==> src/rtl/trig_pkg.sv <==
// Shared types and constants for the tank sin/cos lookup arbiter.
// Holds width defaults, FSM states, the signed trig type and the quarter table.
package trig_pkg;

    localparam int ANGLE_W_DEF = 6;
    localparam int TRIG_W_DEF  = 8;
    localparam int TRIG_ONE    = 64;

    typedef enum logic [1:0] {
        IDLE  = 2'd0,
        FETCH = 2'd1,
        STORE = 2'd2
    } state_t;

    typedef logic signed [TRIG_W_DEF-1:0] trig_t;

    // round(64*sin(k*pi/32)) for k = 0..16
    function automatic int quarter_tab(input int k);
        int v;
        unique case (k)
            0:  v = 0;
            1:  v = 6;
            2:  v = 12;
            3:  v = 19;
            4:  v = 24;
            5:  v = 30;
            6:  v = 36;
            7:  v = 41;
            8:  v = 45;
            9:  v = 49;
            10: v = 53;
            11: v = 56;
            12: v = 59;
            13: v = 61;
            14: v = 63;
            15: v = 64;
            16: v = 64;
            default: v = 0;
        endcase
        return v;
    endfunction

endpackage

==> src/rtl/trig_quarter_rom.sv <==
// Quarter-wave sine table, 17 entries, two synchronous read ports.
// Data appears one clock after the address is presented with en high.
module trig_quarter_rom
    import trig_pkg::*;
#(
    parameter int TRIG_W = TRIG_W_DEF,
    parameter int ADDR_W = 5
) (
    input  logic              clk,
    input  logic              en,
    input  logic [ADDR_W-1:0] sin_addr,
    input  logic [ADDR_W-1:0] cos_addr,
    output logic [TRIG_W-1:0] sin_q,
    output logic [TRIG_W-1:0] cos_q
);

    always_ff @(posedge clk) begin
        if (en) begin
            sin_q <= TRIG_W'(quarter_tab(int'(sin_addr)));
            cos_q <= TRIG_W'(quarter_tab(int'(cos_addr)));
        end
    end

endmodule

==> src/rtl/trig_arbiter.sv <==
// Two-tank round-robin arbiter around a shared quarter-wave sin/cos lookup.
// Optional TRIG_ANGLE_CACHE_EN: repeat of a tank's last angle skips the ROM.
module trig_arbiter
    import trig_pkg::*;
#(
    parameter int ANGLE_W = ANGLE_W_DEF,
    parameter int TRIG_W  = TRIG_W_DEF
) (
    input  logic                     Clk,
    input  logic                     Reset_n,
    input  logic [1:0]               req,
    input  logic [ANGLE_W-1:0]       angle1,
    input  logic [ANGLE_W-1:0]       angle2,
    output logic [1:0]               gnt,
    output logic                     rsp_valid,
    output logic                     rsp_id,
    output logic signed [TRIG_W-1:0] sin1,
    output logic signed [TRIG_W-1:0] cos1,
    output logic signed [TRIG_W-1:0] sin2,
    output logic signed [TRIG_W-1:0] cos2
);

    localparam int AW = ANGLE_W - 1;

    state_t             state;
    logic               ptr;
    logic               id;
    logic [ANGLE_W-1:0] ang;
    logic               pick;
    logic [AW-1:0]      idx;
    logic [AW-1:0]      mir;
    logic [1:0]         quad;
    logic [TRIG_W-1:0]  sin_mag;
    logic [TRIG_W-1:0]  cos_mag;
    logic [TRIG_W-1:0]  sin_val;
    logic [TRIG_W-1:0]  cos_val;

`ifdef TRIG_ANGLE_CACHE_EN
    logic [ANGLE_W-1:0] last1;
    logic [ANGLE_W-1:0] last2;
    logic               hit;
`endif

    // Both pending: pointer decides; otherwise the lone requester wins.
    assign pick = (req == 2'b11) ? ptr : req[1];

    assign quad = ang[ANGLE_W-1 -: 2];
    assign idx  = {1'b0, ang[ANGLE_W-3:0]};
    assign mir  = AW'(1 << (ANGLE_W - 2)) - idx;

    trig_quarter_rom #(
        .TRIG_W (TRIG_W),
        .ADDR_W (AW)
    ) u_rom (
        .clk      (Clk),
        .en       (state == FETCH),
        .sin_addr (quad[0] ? mir : idx),
        .cos_addr (quad[0] ? idx : mir),
        .sin_q    (sin_mag),
        .cos_q    (cos_mag)
    );

    assign sin_val = quad[1] ? -sin_mag : sin_mag;
    assign cos_val = (quad[1] ^ quad[0]) ? -cos_mag : cos_mag;

    always_ff @(posedge Clk or negedge Reset_n) begin
        if (!Reset_n) begin
            state     <= IDLE;
            gnt       <= 2'b00;
            rsp_valid <= 1'b0;
            rsp_id    <= 1'b0;
            ptr       <= 1'b0;
            id        <= 1'b0;
            ang       <= '0;
            sin1      <= '0;
            sin2      <= '0;
            cos1      <= TRIG_W'(TRIG_ONE);
            cos2      <= TRIG_W'(TRIG_ONE);
`ifdef TRIG_ANGLE_CACHE_EN
            last1     <= '0;
            last2     <= '0;
            hit       <= 1'b0;
`endif
        end else begin
            gnt       <= 2'b00;
            rsp_valid <= 1'b0;
            unique case (state)
                IDLE: begin
                    if (|req) begin
                        state <= FETCH;
                        gnt   <= pick ? 2'b10 : 2'b01;
                        id    <= pick;
                        ang   <= pick ? angle2 : angle1;
                        ptr   <= ~pick;
`ifdef TRIG_ANGLE_CACHE_EN
                        hit   <= pick ? (angle2 == last2)
                                      : (angle1 == last1);
`endif
                    end
                end
                FETCH: begin
`ifdef TRIG_ANGLE_CACHE_EN
                    if (hit) begin
                        state     <= IDLE;
                        rsp_valid <= 1'b1;
                        rsp_id    <= id;
                    end else begin
                        state <= STORE;
                    end
`else
                    state <= STORE;
`endif
                end
                STORE: begin
                    state     <= IDLE;
                    rsp_valid <= 1'b1;
                    rsp_id    <= id;
                    if (id) begin
                        sin2 <= sin_val;
                        cos2 <= cos_val;
                    end else begin
                        sin1 <= sin_val;
                        cos1 <= cos_val;
                    end
`ifdef TRIG_ANGLE_CACHE_EN
                    if (id) last2 <= ang;
                    else    last1 <= ang;
`endif
                end
                default: state <= IDLE;
            endcase
        end
    end

endmodule

==> config.mk <==
export PLATFORM = sky130hd
export DESIGN_NAME = trig_arbiter
export DESIGN_NICKNAME = d
export VERILOG_FILES = /design/src/rtl/trig_pkg.sv /design/src/rtl/trig_quarter_rom.sv /design/src/rtl/trig_arbiter.sv
export SDC_FILE = /design/constraint.sdc
export NUM_CORES = 1
export LEC_CHECK = 0
export CAP_MARGIN = 20
export CORE_MARGIN = 2
export CORE_UTILIZATION = 50
export DETAILED_ROUTE_END_ITERATION = 16
export PLACE_DENSITY = 0.75
export RECOVER_POWER = 100
export SYNTH_ARGS = -nofsm -noshare
export SYNTH_HDL_FRONTEND = slang
export SYNTH_SLANG_ARGS = --single-unit
==> constraint.sdc <==
create_clock -name Clk -period 3.2 [get_ports Clk]
set_input_delay 0.32 -clock Clk [delete_from_list [all_inputs] [get_ports Clk]]
set_output_delay 0.32 -clock Clk [all_outputs]
set_load 0.03 [all_outputs]
# After elaboration in Yosys (flattened, before gate mapping)
# Memory sizes are Yosys's and may differ from the RTL's. A register that Yosys moved wholly into a read port is not among the register bits.
# Index checks and enable logic that the tools add are counted.
[word_totals] ff_bits=62 latchBits=0 ramBits=0 rom_bits=448 input_bits=16 elab_cells=42 n_memories=2
[mem_list] name="(name not given)" depth=32 width=7 read_ports=1 rd_ports_with_merged_regs=1 wr=0 line_no="trig_pkg.sv:20" rtl="unique case (k)"
[mem_list] name="(name not given)" depth=32 width=7 read_ports=1 rd_ports_with_merged_regs=1 wr=0 line_no="trig_pkg.sv:20"
[op_classes] addsub=3 n_mul=0 n_div=0 order_cmp=0 n_eq_ne=4 n_shift=0 n_mux=12 bitwise_logic=3 n_reduce_logical=5
[ops] operator="8-bit 2-to-1 mux" count=2
[ops] operator="8-bit negator" count=2
[ops] operator="5-bit 2-to-1 mux" count=2
[ops] operator="2-bit 2-to-1 mux" count=4
[ops] operator="6-bit 2-to-1 mux" count=1
[ops] operator="2-bit AND reduction" count=3
[ops] operator="5-bit by 4-bit subtractor with 5-bit output (first input constant)" count=1
[ops] operator="2-bit equality test (second input constant)" count=2
[ops] operator="2-bit one-hot mux with 2 select lines" count=1
[ops] operator="2-bit by 1-bit equality test with 1-bit output (second input constant)" count=1
[ops] operator="2-bit logical NOT" count=1
[ops] operator="1-bit 2-to-1 mux" count=2
[ops] operator="2-bit != test (second input constant)" count=1
[ops] operator="1-bit NOT" count=2
[ops] operator="2-bit OR reduction" count=1
[ops] operator="1-bit XOR" count=1

# Logic depth before layout (Yosys ltp)
# Gate-level depths: netlist (run 1).
[depth] depth_word=5 mapped_depth=10 mapped_depth_nobuf=10

# Hierarchy
# Synthesis (run 1) repeated with hierarchy kept, for this count alone.
[unflattened] cells_unflattened=297 area_unflattened_um2=3031.7
[modules_own_cells] module="trig_arbiter" instances=1 cells_each=214 area_per_inst_um2=2104.5 seq_area_each_um2=1153.6
[modules_own_cells] module="trig_quarter_rom" instances=1 cells_each=83 area_per_inst_um2=927.1 seq_area_each_um2=420.4

# Least setup slack after synthesis (run 1)
# Ideal clock, no wire load.
[synth_path] kind="flip-flop to flip-flop" from="register ang[0]" to="register u_rom.sin_q[3], data pin" t_arrival_ns=2.486 required_ns=3.051 path_slack_ns=0.565 stages_incl_launch_ff=9 synth_period_minus_slack_ns=2.635 cell_sequence="dfrtp_1 -> inv_1 -> ha_1 -> mux2i_1 -> inv_1 -> ha_1 -> and3_1 -> a2111oi_0 -> a2bb2oi_1"
[synth_between] elab_chain_len=2
[synth_lines] item="from (decl)" line_no="trig_arbiter.sv:28" rtl="logic [ANGLE_W-1:0] ang;"
[synth_lines] item="from (signal assigned)" line_no="trig_arbiter.sv:93" rtl="ang <= pick ? angle2 : angle1;"
[synth_lines] item="5-bit by 4-bit subtractor with 5-bit output" line_no="trig_arbiter.sv:49" rtl="assign mir = AW'(1 << (ANGLE_W - 2)) - idx;"
[synth_lines] item="5-bit 2-to-1 mux *" line_no="trig_arbiter.sv:57" rtl=".sin_addr (quad[0] ? mir : idx),"
[synth_lines] item="to (decl)" line_no="trig_quarter_rom.sv:13" rtl="output logic [TRIG_W-1:0] sin_q,"
# Mark *: on every way between the ends. The rest lies on a longest branch, timed or not.
# A chain may end at the register's enable or synchronous reset.

# Final worst setup path (run 1)
[layout_path] from="register ang[0]" to="register u_rom.cos_q[4], data pin"
[layout_between] elab_chain_len=2
[layout_lines] item="5-bit by 4-bit subtractor with 5-bit output" line_no="trig_arbiter.sv:49"
[layout_lines] item="5-bit 2-to-1 mux *" line_no="trig_arbiter.sv:58" rtl=".cos_addr (quad[0] ? idx : mir),"
[layout_lines] item="to (decl)" line_no="trig_quarter_rom.sv:14" rtl="output logic [TRIG_W-1:0] cos_q"
# Marks and branches as above.

==> qor_table.md, run 1 <==
| Item | Reported | Unit |
|:---|:---|:---|
| Hold Path Class | register to register | - |
| Number of routed nets with antenna violations | 0 | - |
| FMAX | 358 | MHz |
| Tcrit/Tclk final | 87.2 | % |
| Antenna violations before repair | 0 | - |
| Starting Density | 51.0 | % |
| Count of clock tree sinks | 60 | - |
| Net count after synthesis | 356 | - |
| Top cells by area in the synthesized netlist | sky130_fd_sc_hd__dfrtp_1 (35%), sky130_fd_sc_hd__edfxtp_1 (13%), sky130_fd_sc_hd__o21ai_0 (7.4%) | - |
| Routed length on met3 | 252 | µm |
| R2R Path Start | ang[0] | - |
| Overall via count from detail_route | 2,519 | - |
| Number of detailed-routing iterations run before antenna repair | 4 | - |
| Min-delay src | cos1[5] | - |
| Multi-input gate area in the final layout | 0.00150 | mm² |
| Antenna diode count | 0 | - |
| Gr usage total | 19.3 | % |
| Vertical die dimension | 83.8 | µm |
| Most frequent standard cell in the layout excluding fill and tap cells | sky130_fd_sc_hd__o21ai_0 | - |
| First-pass GRT wire length | 10.9 | mm |
| Yosys warnings | 0 | - |
| Number of different library cells in the post-synthesis netlist | 45 | - |
| Fill cells | 512 | - |
| Number of rows created at floorplan | 29 | - |
| Placed wire-length estimate | 4.63 | mm |
| Largest net degree at the start of global routing | 47 | - |
| Number of input and output port buffers inserted | 51 | - |
| DRC marker count from the first detailed-route iteration | 84 | - |
| Register cell area after layout | 0.00157 | mm² |
| Gates resized, CTS repair | 0 | - |
| Final-report setup violation count | 0 | - |
| Slew of the pin with the lowest slew margin | 1.44 | ns |
| Worst-path maximum fanout | 12 | - |
| Latest clock arrival within the worst-skew pair | 0.34 | ns |
| Reg-to-Reg End | u_rom.cos_q[4] | - |
| Number of buffers added for setup after CTS | 0 | - |
| # H-tree levels | 3 | - |
| Wire length per cell after detailed routing | 13.8 | µm |
| Per-instance average area after synthesis | 9.80 | µm² |
| Critical path endpoint category | register | - |
| Share of Yosys cell area claimed by the top area cell type | 34.6 | % |
| Total gr overflow | 0 | - |
| Number of global-route vias before repair | 2,381 | - |
| Total number of nets in the final design | 410 | - |
| Primary FF master, synth | sky130_fd_sc_hd__dfrtp_1 | - |
| Netlist area before placement | 0.00319 | mm² |
| Wire length on met2 | 3.08 | mm |
| FFs w/ async S/R, synth | 76.7 | % |
| Kind of critical path | register to register | - |
| Leading area contributor after synthesis | sky130_fd_sc_hd__dfrtp_1 | - |
| Floorplan die width | 83.8 | µm |
| Hold Crit Depth | 2 | - |
| Status | completed | - |
| Max capacitance violation total | 0 | - |
| Slew Viols, Final | 0 | - |
| Buffer type at the clock tree root | sky130_fd_sc_hd__clkbuf_8 | - |
| Kind of start point of the critical path | register | - |
| Share of post-route cells with drive strength above 1 | 6.77 | % |
| Worst reg2reg setup slack | 0.41 | ns |
| Die Area | 0.00703 | mm² |
| Total CTS buffers | 9 | - |
| CTS tree | yes | - |
| Headroom to the max-slew limit | 4.23 | % |
| RSZ-0062 raised after global routing | no | - |
| Clock transition at the registers of the reported paths | 0.07 | ns |
| Flip-flop and latch count after synthesis | 60 | - |
| Cells on worst reg2reg path | 10 | - |
| Instance count of the mapped netlist | 325 | - |
| GPL Wtd Cong | 0.902 | - |
| Layout Area Growth over Synthesis | 23.4 | % |
| Area of the core | 0.00624 | mm² |
| Count of flip-flops with a built-in enable after synthesis | 14 | - |
| Endpoint required time on the critical path | 3.27 | ns |
| Arrival time of the worst setup path | 2.86 | ns |
| End of the worst hold path | cos1[5] | - |
| Setup TNS after final layout | 0 | ns |
| Total detailed-routing wirelength | 6.36 | mm |
| Post-DR vias/cell | 5.46 | - |
| Top sig layer | met4 | - |
| Number of DRC violations after detailed routing | 0 | - |
| Number of ports placed on the die boundary | 52 | - |
| Post-Route Skew | 0.0111 | ns |
| Clock tree buffer depth | 2 | - |
| Proportion of synthesized chip area in sequential cells | 49.4 | % |
| Final critical delay including setup and external delays | 2.79 | ns |
| Hold Violations, Final | 0 | - |
| Commonest non-fill, non-tap cells in the layout | sky130_fd_sc_hd__o21ai_0 (47), sky130_fd_sc_hd__nand2_1 (44), sky130_fd_sc_hd__dfrtp_1 (44), sky130_fd_sc_hd__dlygate4sd3_1 (38), sky130_fd_sc_hd__nor2_1 (16) | - |
| DRT met1 WL | 2.94 | mm |
-- worst max-delay path by stage --
stage                 from        endpoint  slack [ns]  depth (start not counted)
CTS                 ang[0]  u_rom.sin_q[3]        0.45                          8
global placement    ang[0]  u_rom.sin_q[3]        0.55                          8
detailed placement  ang[0]  u_rom.sin_q[3]        0.47                          8
finish              ang[0]  u_rom.cos_q[4]        0.41                         10
global route        ang[0]  u_rom.sin_q[3]        0.08                          9
floorplan           ang[0]  u_rom.sin_q[3]        0.57                          8
-- through the flow --
stage | hold slack (ns) | setup WS [ns] | cell area, µm² | cells | util, %
3_3_place_gp | 0.462 | 0.555 | 3750 | 442 | 60.1
6_report | 0.471 | 0.409 | 3930 | 461 | 63.0
3_5_place_dp | 0.469 | 0.469 | 3750 | 442 | 60.1
5_1_grt | 0.506 | 0.0838 | 3930 | 461 | 63.0
4_1_cts | 0.185 | 0.454 | 3920 | 458 | 62.8
2_1_floorplan | 0.0244 | 0.565 | 3190 | 325 | -
-- cells in the mapped netlist, drive strengths merged (2+ instances only) --
cell / instances
dfstp: 2
nand2: 44
a21o: 3
and2: 4
a31o: 3
clkbuf: 9
mux2i: 5
nor2b: 11
a211oi: 4
nor2: 16
and3: 2
a21oi: 15
buf: 6
nor4: 2
edfxtp: 14
inv: 13
o31ai: 4
xor2: 3
xnor2: 13
dfrtp: 44
o211ai: 5
nor3: 10
ha: 15
o21ai: 47
a21boi: 2
or3: 3
a221o: 6
nand2b: 6
-- final cells by class --
cell class,instances,share of cell area [%]
Clock inverter,4,0.573
Tap cell,77,2.45
Sequential cell,60,40.0
Timing Repair Buffer,58,13.9
Multi-Input combinational cell,237,38.1
Inverter,13,1.24
Clock buffer,12,3.69
-- repair_timing --
| item | in CTS | in global routing |
|---|---|---|
| setup endpoints to repair | 0 | 0 |
| endpoints found under the hold margin | 0 | 18 |
| hold buffers | 0 | 1 |
-- critical path, stage by stage (launching register included) --
cell                       delay, ns
sky130_fd_sc_hd__dfrtp_1        0.63
sky130_fd_sc_hd__inv_1          0.13
sky130_fd_sc_hd__ha_1           0.36
sky130_fd_sc_hd__inv_1          0.07
sky130_fd_sc_hd__o21ai_0        0.16
sky130_fd_sc_hd__clkbuf_1       0.28
sky130_fd_sc_hd__ha_1           0.29
sky130_fd_sc_hd__mux2i_1        0.10
sky130_fd_sc_hd__nand2_1        0.08
sky130_fd_sc_hd__o221ai_1       0.10
sky130_fd_sc_hd__mux2_1         0.32
-- per-layer routing --
| layer | vias up | global-route usage (%) |
|---|---|---|
| li1 | 1255 | - |
| met2 | 60 | 31.1 |
| met1 | 1195 | 24.8 |
| met3 | 9 | 4.95 |
| met5 | - | 0 |
| met4 | 0 | 7.92 |
-- logic make-up (layout without fill, tap and decap cells) --
logic type	count (synthesis)	count (layout)	share of synthesized area (%)
multiplexers	6	6	1.92
adder cells (fa/ha/maj)	15	15	5.89
flip-flops	60	60	49.4
AO/OA/AOI/OAI	98	98	19.5
buffers and inverters	28	87	3.57
XOR/XNOR	16	16	4.40
AND/OR/NAND/NOR	102	102	15.3
-- registers in the layout, summed over array words and instances (netlist names) --
signal and cells:
u_rom.cos_q 7, rsp_id 1, ang 6, gnt 2, id 1, cos2 8, sin1 8, cos1 8
rsp_valid 1, sin2 8, state 2, u_rom.sin_q 7, ptr 1
Power of run 1 is left out: the tool's default activity adds up to more than one toggle a clock period on the data nets, which glitch-free logic cannot reach.
==> run 2, diff against run 1 <==
--- a/config.mk
+++ b/config.mk
@@ -7,9 +7,9 @@
 export LEC_CHECK = 0
 export CAP_MARGIN = 20
 export CORE_MARGIN = 2
-export CORE_UTILIZATION = 50
+export CORE_UTILIZATION = 48
 export DETAILED_ROUTE_END_ITERATION = 16
-export PLACE_DENSITY = 0.75
+export PLACE_DENSITY = 0.76
 export RECOVER_POWER = 100
 export SYNTH_ARGS = -nofsm -noshare
 export SYNTH_HDL_FRONTEND = slang
==> constraint.sdc (replaced) <==
create_clock -name Clk -period 2.5 [get_ports Clk]
set_input_delay 0.25 -clock Clk [delete_from_list [all_inputs] [get_ports Clk]]
set_output_delay 0.25 -clock Clk [all_outputs]
set_load 0.03 [all_outputs]
==> run 2 against run 1 <==
  * Cell count up 1.1%
  * Non-clock buffer count grew 6
  * Critical path depth fell by 1
  * Count of clock-buffer cells in the layout decreased by 1
  * Design area rose by 1.8%
  * Sequential cell count did not move
  * Via count grew 1.7%
  * Register-to-register slack lost 0.25 ns
  * Setup slack lost 0.25 ns
  * First-iteration DRC count rose by 8.3%
  * Die area up 4.0%
==> qor_table.md, run 2 (same netlist as run 1, synthesis figures left out) <==
| Item | Reported | Unit | Change |
|:---|:---|:---|:---|
| Status | completed | - |  |
| Stage delay of the slowest cell on the critical path | 0.39 | ns | -0.24 ns |
| First-pass GRT wire length | 11.2 | mm | +2.5% |
| Latest clock arrival within the worst-skew pair | 0.33 | ns | about the same |
| Tcrit/Tclk final | 93.7 | % | +6.5 points |
| Clock tree buffer depth | 2 | - | unchanged |
| Endpoint required time on the critical path | 2.59 | ns | -0.68 ns |
| Number of input and output port buffers inserted | 51 | - | unchanged |
| FMAX | 427 | MHz | +19% |
| Number of ports placed on the die boundary | 52 | - | unchanged |
| Most frequent standard cell in the layout excluding fill and tap cells | sky130_fd_sc_hd__o21ai_0 | - |  |
| Starting Density | 49.9 | % | -1.2 points |
| CP cell instances | clkinvlp_4, ha_4, mux2i_1, inv_1, ha_1, nor2b_1, a211oi_1, o31a_1, a31o_2 | - |  |
| Total CTS buffers | 9 | - | unchanged |
| Largest net degree at the start of global routing | 47 | - | unchanged |
| # H-tree levels | 3 | - | unchanged |
| Number of rows created at floorplan | 29 | - | unchanged |
| Post-DR vias/cell | 5.50 | - | +0.62% |
| Hold Path Class | input port to async pin | - |  |
| Critical path endpoint category | register | - |  |
| Overall via count from detail_route | 2,562 | - | +1.7% |
| Cell type of the slowest stage on the worst timing path | sky130_fd_sc_hd__dfrtp_2 | - |  |
| Worst reg2reg setup slack | 0.16 | ns | -0.25 ns |
| Layout Area Growth over Synthesis | 25.6 | % |  |
| Clock transition at the registers of the reported paths | 0.07 | ns | about the same |
| Setup TNS after final layout | 0 | ns | unchanged |
| Worst Path Buf+Inv | 2 | - | -1 |
| Share of post-route cells with drive strength above 1 | 9.77 | % | +3.0 points |
| Slew Viols, Final | 0 | - | unchanged |
| Final critical delay including setup and external delays | 2.34 | ns | -0.448 ns |
| Area of the core | 0.00639 | mm² | +2.3% |
| Fin Hold WS | 0.209 | ns | -0.261 ns |
| Count of clock tree sinks | 60 | - | unchanged |
| Die Area | 0.00730 | mm² | +4.0% |
| Headroom to the max-slew limit | 23.4 | % | +19 points |
| R2R Path Start | ang[0] | - |  |
| Number of global-route vias before repair | 2,370 | - | -0.46% |
| Number of hold buffers added after CTS | 0 | - | unchanged |
| Vertical die dimension | 85.5 | µm | +2.0% |
| Number of DRC violations after detailed routing | 0 | - | unchanged |
| CTS tree | yes | - |  |
| Gr usage total | 19.4 | % | +0.16 points |
| Wire length per cell after detailed routing | 14.1 | µm | +1.9% |
| Cell family with most CP delay | compound AO/OA/AOI/OAI gates | - |  |
| Cells on worst reg2reg path | 9 | - | -1 |
| Slew of the pin with the lowest slew margin | 1.15 | ns | -0.287 ns |
| Number of routed nets with antenna violations | 0 | - | unchanged |
| Reg-to-Reg End | u_rom.sin_q[4] | - |  |
| Hold Violations, Final | 0 | - | unchanged |
| Commonest non-fill, non-tap cells in the layout | sky130_fd_sc_hd__o21ai_0 (46), sky130_fd_sc_hd__nand2_1 (44), sky130_fd_sc_hd__dfrtp_1 (43), sky130_fd_sc_hd__dlygate4sd3_1 (37), sky130_fd_sc_hd__nor2_1 (16) | - |  |
| Post-Route Skew | 0.00809 | ns | -0.00305 ns |
| Arrival time of the worst setup path | 2.43 | ns | -0.43 ns |
| Floorplan die width | 85.5 | µm | +2.0% |
| Buffer type at the clock tree root | sky130_fd_sc_hd__clkbuf_8 | - |  |
| DRC marker count from the first detailed-route iteration | 91 | - | +8.3% |
| Max capacitance violation total | 0 | - | unchanged |
| Number of detailed-routing iterations run before antenna repair | 4 | - | unchanged |
| Placed wire-length estimate | 4.75 | mm | +2.7% |
| Total gr overflow | 0 | - | unchanged |
| Number of buffers added for setup after CTS | 0 | - | unchanged |
| Fill cells | 526 | - | +2.7% |
| Antenna diode count | 0 | - | unchanged |
| Final-report setup violation count | 0 | - | unchanged |
| Kind of critical path | register to register | - |  |
| Total number of nets in the final design | 416 | - | +1.5% |
| GPL Wtd Cong | 0.854 | - | -5.3% |
| Total detailed-routing wirelength | 6.55 | mm | +3.0% |
| Kind of start point of the critical path | register | - |  |
| RSZ-0062 raised after global routing | no | - |  |
| Antenna violations before repair | 0 | - | unchanged |
| Worst-path maximum fanout | 5 | - | -7 |
[run 2: through the flow]
stage               utilization [%]  setup WS, ns  cell area [µm²]  instances
global placement               60.1         0.271             3840        451
global route                   62.7        0.0449             4000        466
CTS                            63.0         0.151             4020        466
finish                         62.7         0.158             4000        466
detailed placement             60.1         0.189             3840        451
floorplan                         -       -0.0127             3200        325
[run 2: how the worst max path moves through the flow]
| stage | depth (start not counted) | start | to |
|---|---|---|---|
| 3_5_place_dp | 8 | ang[0] | u_rom.sin_q[3] |
| 6_report | 9 | ang[0] | u_rom.sin_q[4] |
| 4_1_cts | 8 | ang[0] | u_rom.sin_q[3] |
| 5_1_grt | 9 | ang[0] | u_rom.sin_q[4] |
| 2_1_floorplan | 8 | ang[0] | u_rom.sin_q[3] |
| 3_3_place_gp | 8 | ang[0] | u_rom.sin_q[3] |
[run 2: per-layer routing]
layer / track usage (%) / vias to the layer above / share of wire (%)
li1: - / 1274 / -
met1: 25.1 / 1212 / 46
met2: 31.5 / 65 / 48
met3: 3.99 / 11 / 4.8
met4: 8.95 / 0 / 1.6
met5: 0 / - / 0
[run 2: cell type report]
| class | count | area (µm²) | share of cell area, % |
|---|---|---|---|
| clock buffer | 11 | 163 | 4.06 |
| sequential | 60 | 1580 | 39.4 |
| timing repair buffer | 64 | 581 | 14.5 |
| clock inverter | 4 | 22.5 | 0.563 |
| inverter | 13 | 52.6 | 1.31 |
| multi-input combinational | 237 | 1510 | 37.8 |
| tap | 77 | 96.3 | 2.41 |
[run 2: repair_timing]
action,in CTS,in global routing
hold endpoints to repair,0,0
resized for setup,0,2
endpoints found under the setup margin,0,1
Power of run 2 is left out for the same reason.
==> run 3, diff against run 2 <==
--- a/config.mk
+++ b/config.mk
@@ -9,6 +9,7 @@
 export CORE_MARGIN = 2
 export CORE_UTILIZATION = 48
 export DETAILED_ROUTE_END_ITERATION = 16
+export HOLD_SLACK_MARGIN = 0.08
 export PLACE_DENSITY = 0.76
 export RECOVER_POWER = 100
 export SYNTH_ARGS = -nofsm -noshare
==> constraint.sdc (replaced) <==
create_clock -name Clk -period 2.5 [get_ports Clk]
set_input_delay 0.375 -clock Clk [delete_from_list [all_inputs] [get_ports Clk]]
set_output_delay 0.375 -clock Clk [all_outputs]
set_load 0.03 [all_outputs]
==> results of run 3 <==
The final DEF is identical to that of run 2. Status: completed.
Main changes from that run: hold slack 0.209 ns -> 0.334 ns
Power of run 3 is left out for the same reason.
